**src/rtl/adc_dac_bridge.sv**
```systemverilog
`default_nettype none
// ============================================================================
// Module      : adc_dac_bridge
// Description : ADC-capture / DAC-drive bridge for the AD9481 -> FIR -> AD9764
//               path, running entirely on CLK_250M.
//               - Captures CH ADC channels and removes a programmable offset
//                 (modulo arithmetic, result read as two's complement).
//               - Decimates the capture stream to a sample strobe for the FIR.
//               - Hysteresis comparator on channel 0, with optional period
//                 measurement between comparator rising edges.
//               - Formats the FIR result and the comparator/channel-1 data
//                 into inverted offset-binary, left-aligned DAC words.
// Revision    : 1.0 - initial release
// ----------------------------------------------------------------------------
// Build option: ADC_DAC_PERIOD_EN
//               defined   -> armed flag, period counter, period/period_valid
//               undefined -> period tied to 0, period_valid tied to 0
// ----------------------------------------------------------------------------
// Ports
//   CLK_250M      in   1          system clock
//   RST_n         in   1          synchronous, active-low reset
//   adc_data      in   CH*ADC_W   raw offset-binary samples, ch k at [k*ADC_W +: ADC_W]
//   adc_offset    in   ADC_W      subtracted from every channel
//   pdn_req       in   1          ADC power-down request
//   filt_data     in   ADC_W      FIR result, two's complement
//   filt_valid    in   1          filt_data qualifier
//   dac_b_sel     in   1          0: DAC B shows comparator, 1: channel 1
//   PDN           out  1          registered pdn_req
//   cap_data      out  CH*ADC_W   offset-removed samples, two's complement
//   sample_stb    out  1          one-cycle strobe every DECIM cycles
//   dec_data      out  ADC_W      channel-0 capture latched with sample_stb
//   cmp_out       out  1          hysteresis comparator output
//   period        out  PER_W      cycles between cmp_out rising edges
//   period_valid  out  1          one-cycle strobe when period updates
//   dac_a, dac_b  out  DAC_W      DAC words
//   DA_CLKA/B     out  1          copies of CLK_250M
// ============================================================================
module adc_dac_bridge #(
   parameter int ADC_W = 8,
   parameter int DAC_W = 14,
   parameter int CH    = 2,
   parameter int DECIM = 5,
   parameter int HYST  = 4,
   parameter int PER_W = 24
) (
   input  logic                  CLK_250M,
   input  logic                  RST_n,
   input  logic [CH*ADC_W-1:0]   adc_data,
   input  logic [ADC_W-1:0]      adc_offset,
   input  logic                  pdn_req,
   input  logic [ADC_W-1:0]      filt_data,
   input  logic                  filt_valid,
   input  logic                  dac_b_sel,
   output logic                  PDN,
   output logic [CH*ADC_W-1:0]   cap_data,
   output logic                  sample_stb,
   output logic [ADC_W-1:0]      dec_data,
   output logic                  cmp_out,
   output logic [PER_W-1:0]      period,
   output logic                  period_valid,
   output logic [DAC_W-1:0]      dac_a,
   output logic [DAC_W-1:0]      dac_b,
   output logic                  DA_CLKA,
   output logic                  DA_CLKB
);

   localparam int                    c_dec_cw   = $clog2(DECIM);
   localparam logic [c_dec_cw-1:0]   c_dec_last = c_dec_cw'(DECIM - 1);
   localparam logic [ADC_W-1:0]      c_adc_half = {1'b1, {(ADC_W-1){1'b0}}};
   localparam logic [DAC_W-1:0]      c_dac_mid  = {1'b1, {(DAC_W-1){1'b0}}};
   // One extra bit so that +HYST / -HYST never alias in the sample domain.
   localparam logic signed [ADC_W:0] c_hyst_pos = (ADC_W+1)'(HYST);
   localparam logic signed [ADC_W:0] c_hyst_neg = -c_hyst_pos;

   logic                   r_pdn;
   logic [CH*ADC_W-1:0]    r_cap;
   logic [CH*ADC_W-1:0]    w_cap_nxt;
   logic [c_dec_cw-1:0]    r_dec_cnt;
   logic                   r_stb;
   logic [ADC_W-1:0]       r_dec;
   logic                   r_cmp;
   logic                   w_cmp_nxt;
   logic signed [ADC_W:0]  w_s;
   logic [DAC_W-1:0]       r_dac_a;
   logic [DAC_W-1:0]       r_dac_b;
   logic [DAC_W-1:0]       w_dac_a_word;
   logic [DAC_W-1:0]       w_dac_b_word;

   // Offset removal wraps modulo 2^ADC_W on purpose; no saturation.
   for (genvar k = 0; k < CH; k++) begin : g_cap
      assign w_cap_nxt[k*ADC_W +: ADC_W] = adc_data[k*ADC_W +: ADC_W] - adc_offset;
   end

   // Sign-extended channel-0 sample for the comparator thresholds.
   assign w_s = {r_cap[ADC_W-1], r_cap[ADC_W-1:0]};

   always_comb begin
      w_cmp_nxt = r_cmp;
      if (w_s > c_hyst_pos) begin
         w_cmp_nxt = 1'b1;
      end else if (w_s < c_hyst_neg) begin
         w_cmp_nxt = 1'b0;
      end
   end

   // Adding half-scale converts two's complement to offset-binary; the DAC
   // front end is inverting, hence the complement. Low bits stay zero.
   always_comb begin
      w_dac_a_word                     = '0;
      w_dac_a_word[DAC_W-1 -: ADC_W]   = ~(filt_data + c_adc_half);
      w_dac_b_word                     = '0;
      if (dac_b_sel) begin
         w_dac_b_word[DAC_W-1 -: ADC_W] = ~(r_cap[ADC_W +: ADC_W] + c_adc_half);
      end else begin
         w_dac_b_word[DAC_W-1] = ~r_cmp;
      end
   end

   always_ff @(posedge CLK_250M) begin
      if (!RST_n) begin
         r_pdn     <= 1'b0;
         r_cap     <= '0;
         r_dec_cnt <= '0;
         r_stb     <= 1'b0;
         r_dec     <= '0;
         r_cmp     <= 1'b0;
         r_dac_a   <= c_dac_mid;
         r_dac_b   <= c_dac_mid;
      end else begin
         r_pdn <= pdn_req;
         r_cap <= w_cap_nxt;
         // Strobe is registered off the terminal count, so it first appears
         // DECIM edges after reset release.
         if (r_dec_cnt == c_dec_last) begin
            r_dec_cnt <= '0;
            r_stb     <= 1'b1;
            r_dec     <= r_cap[ADC_W-1:0];
         end else begin
            r_dec_cnt <= r_dec_cnt + c_dec_cw'(1);
            r_stb     <= 1'b0;
         end
         r_cmp <= w_cmp_nxt;
         if (filt_valid) begin
            r_dac_a <= w_dac_a_word;
         end
         r_dac_b <= w_dac_b_word;
      end
   end

`ifdef ADC_DAC_PERIOD_EN
   logic             r_cmp_d;
   logic             r_armed;
   logic             r_pv;
   logic [PER_W-1:0] r_per_cnt;
   logic [PER_W-1:0] r_period;
   logic [PER_W-1:0] w_per_inc;
   logic             w_rise;

   assign w_rise    = r_cmp & ~r_cmp_d;
   // Saturating increment: a stuck comparator reports the maximum period.
   assign w_per_inc = (&r_per_cnt) ? r_per_cnt : r_per_cnt + PER_W'(1);

   always_ff @(posedge CLK_250M) begin
      if (!RST_n) begin
         r_cmp_d   <= 1'b0;
         r_armed   <= 1'b0;
         r_pv      <= 1'b0;
         r_per_cnt <= '0;
         r_period  <= '0;
      end else begin
         r_cmp_d <= r_cmp;
         r_pv    <= 1'b0;
         if (w_rise) begin
            r_per_cnt <= '0;
            r_armed   <= 1'b1;
            // The first edge after reset only starts the measurement.
            if (r_armed) begin
               r_period <= w_per_inc;
               r_pv     <= 1'b1;
            end
         end else begin
            r_per_cnt <= w_per_inc;
         end
      end
   end

   assign period       = r_period;
   assign period_valid = r_pv;
`else
   assign period       = '0;
   assign period_valid = 1'b0;
`endif

   assign PDN        = r_pdn;
   assign cap_data   = r_cap;
   assign sample_stb = r_stb;
   assign dec_data   = r_dec;
   assign cmp_out    = r_cmp;
   assign dac_a      = r_dac_a;
   assign dac_b      = r_dac_b;
   assign DA_CLKA    = CLK_250M;
   assign DA_CLKB    = CLK_250M;

endmodule
`default_nettype wire

```
**config.mk**
```make
export PLATFORM = sky130hd
export DESIGN_NAME = adc_dac_bridge
export DESIGN_NICKNAME = d
export VERILOG_FILES = /design/src/rtl/adc_dac_bridge.sv
export SDC_FILE = /design/constraint.sdc
export NUM_CORES = 1
export LEC_CHECK = 0
export ABC_AREA = 1
export CAP_MARGIN = 15
export CORE_MARGIN = 2
export CORE_UTILIZATION = 27
export DETAILED_ROUTE_END_ITERATION = 16
export PLACE_DENSITY = 0.65
export SLEW_MARGIN = 20
export SYNTH_ARGS = -nofsm -noshare
export SYNTH_HDL_FRONTEND = slang
export SYNTH_SLANG_ARGS = --single-unit
```
**constraint.sdc**
```tcl
create_clock -name CLK_250M -period 1.75 [get_ports CLK_250M]
set_clock_uncertainty 0.1 [all_clocks]
set_input_delay 0.175 -clock CLK_250M [delete_from_list [all_inputs] [get_ports CLK_250M]]
set_output_delay 0.175 -clock CLK_250M [all_outputs]
set_load 0.05 [all_outputs]
```
=== Yosys cells after proc, flatten, opt, wreduce, memory -nomap -nowiden ===
Cells that the tools add are included.

* Register bits: 52
* Output and inout port bits: 82
* Word-level logic and storage cells: 29

* Add/subtract/negate cells: 5
* Order comparisons: 2
* Equal/unequal tests: 1
* Mux-type cells: 4
* Bitwise logic cells: 4
* Reductions and logical operators: 3

{| class="wikitable"
|+ Operators by type and width
! kind !! number
|-
| $add 8x8->8 const B || 2
|-
| $not 8->8 || 2
|-
| $sub 8x8->8 || 2
|-
| $gt 8x4->1 const B || 1
|-
| $lt 8x3->1 const B || 1
|-
| $mux 1 || 4
|-
| $add 3x1->3 const B || 1
|-
| $eq 3x3->1 const B || 1
|-
| $not 1->1 || 2
|-
| $reduce_and 2->1 || 1
|-
| $reduce_bool 2->1 || 1
|-
| $reduce_or 2->1 || 1
|}

=== Logic depth before layout (Yosys ltp) ===
* Depth after elaboration: 3
* Mapped depth: 9

==> qor.yml <==
outcome:
  run_status: "completed"
grt:
  grt_pass1_vias: 1948
  grt_max_degree: 20
  overflow: 0
  antenna_found_initial: 0
  grt_pass1_wl_microns: 8450
  track_usage: 0.111
floorplan:
  coreArea_sq_um: 8590
  rows: 34
  io_pins: 119
  die_area_sq_um: 9500
  die_y_microns: 97.5
  initial_core_util: 0.274
  die_w_microns: 97.5
routing:
  drtAntennaViolNets: 0
  vias: 2055
  finalWirelength_microns: 5180
  drt-pass1-iter-count: 4
  drc: 0
  wl_per_cell_microns: 10.4
  vias_per_cell: 4.11
  drt_iter0_drc: 37
clock_tree:
  cts_setup_buffers: 0
  cts_tree: "done"
  clkTransAtPathRegs_ps: 70
  cts_hold_buf: 0
  cts.repair.resized: 29
  clock_latency_ps: 400
job:
  drv_cap: 0
pwr:
  cellInternalPower_uw: 1970
  powerDensity_nw_per_um2: 1010
  leakagePower_uw: 0.00171
  pwr-share-seq: 0.360
  p_sw_uw: 1310
  irDropWorstVdd_v: 0.000446
  switching_share: 0.399
  pwr-share-clk: 0.351
  combPwrFrac: 0.289
synth:
  ys_warn_count: 0
  yosysSeqAreaShare: 0.390
  avgSynthCellArea_sq_um: 7.81
  synth_area_sq_um: 2360
  ys_ff_latch: 46
  synth_cells: 302
  ys_types: 22
critical_path:
  max_stage_delay_ps: 320
  crit_top_cell: "clkbuf_8"
  reg2reg_from: "r_dec_cnt[0]"
  start_kind: "clock port"
  cp_slowest_cell: "clkdlybuf4s15_2"
  crit_type: "clock port to primary output"
  crit_fanout: 2
  arrival_ps: 1430
  ff2ff_setup_slack_ps: 570
  cp-end-kind: "primary output"
  rr_endpoint: "dec_data[6]"
  reg2reg_depth: 6
  worstPathRequired_ps: 1470
  cp_cell_sequence: "clkbuf_8, clkbuf_8, clkdlybuf4s15_2"
hold_path:
  min_path_type: "input pin to flip-flop"
  holdCritStartpoint: "pdn_req"
  holdPathStages: 3
  min_to: "PDN"
placement:
  routabilityCongestion: 0.802
  portBuffers: 81
  dp.final_hpwl_microns: 4270
timing:
  rsz0062_at_grt: "false"
  final_max_slew_viol_count: 0
  timing.setup.tns_ps: 0
  setup_viol: 0
  timing.hold.ws_ps: 221
  hold_violations: 0
final_layout:
  antenna_cells: 0
  drive_gt1_frac: 0.110
  syn_to_final_growth_pct: 36.8
  layout_common_cells: "nand2_1, dfxtp_1, inv_1"
  finalNetCount: 446
  mostFrequentLayoutCell: "nand2_1"
## stage by stage
stage / setup slack [ps] / std cells / utilization / area, sq um / total power [uW]
floorplan: 433 / 338 / - / 2490 / 2200
global placement: -79.6 / 488 / 0.362 / 3110 / 2430
detailed placement: -97.2 / 488 / 0.362 / 3110 / 2440
CTS: 41.8 / 500 / 0.376 / 3230 / 3310
global route: 39.8 / 500 / 0.376 / 3230 / 3440
finish: 47.3 / 500 / 0.376 / 3230 / 3270
## cell usage after synthesis (all sizes together)
library cell | count | area (sq um)
a21oi | 28 | 140
nor2 | 22 | 98.9
nand4 | 3 | 18.8
xor2 | 2 | 17.5
xnor2 | 1 | 8.76
inv | 45 | 169
conb | 1 | 3.75
o21ai | 20 | 100
a31oi | 2 | 12.5
ha | 16 | 200
buf | 44 | 332
nand3 | 17 | 85.1
fa | 2 | 40.0
nand2 | 53 | 211
dfxtp | 46 | 921
## power groups by stage
stage | Clock (uW) | Combinational [uW] | Sequential [uW]
after floorplan | 246 | 491 | 1460
after global placement | 264 | 959 | 1200
after detailed placement | 264 | 970 | 1210
after CTS | 1180 | 951 | 1180
after global routing | 1230 | 1020 | 1190
final | 1150 | 945 | 1180
## routing by layer
| metal | up-vias | part of all wire | global-route usage |
|---|---|---|---|
| met3 | 10 | 0.10 | 0.0424 |
| met2 | 85 | 0.47 | 0.182 |
| met4 | 0 | 0.023 | 0.0705 |
| met5 | - | 0 | 0 |
| met1 | 905 | 0.40 | 0.121 |
| li1 | 1055 | - | - |
## critical path, delay by kind of cell
kind                   cells  cell delay (ps)
buffers and inverters      3              560
## registers in the layout, summed over array words and instances, names as in the netlist
| name | count |
|---|---|
| dec_data | 8 |
| cap_data | 16 |
| dac_b | 8 |
| sample_stb | 1 |
| dac_a | 8 |
| cmp_out | 1 |
| PDN | 1 |
| r_dec_cnt | 3 |
## layout make-up
type / count / area [sq um]
clock inverter: 2 / 13.8
sequential: 46 / 921
tap: 108 / 135
multi-input combinational: 203 / 1070
timing repair buffer: 84 / 763
clock buffer: 12 / 153
inverter: 45 / 169
fill: 907 / 5370
## kinds of logic after synthesis
logic type,synth area share
AO/OA/AOI/OAI,0.107
buffers and inverters,0.212
AND/OR/NAND/NOR,0.176
XOR/XNOR,0.0111
flip-flops,0.390
adder cells (fa/ha/maj),0.102
other,0.00159
## how the worst max path moves through the flow
| stage | start | to | slack [ps] | cells after the start |
|---|---|---|---|---|
| 2_1_floorplan | CLK_250M | DA_CLKA | 430 | 1 |
| 5_1_grt | CLK_250M | DA_CLKA | 40 | 3 |
| 4_1_cts | CLK_250M | DA_CLKA | 40 | 3 |
| 6_report | CLK_250M | DA_CLKA | 50 | 3 |
| 3_5_place_dp | adc_offset[0] | cap_data[12] | -100 | 7 |
| 3_3_place_gp | adc_offset[0] | cap_data[12] | -80 | 7 |
Power figures use the tool's default switching activity.
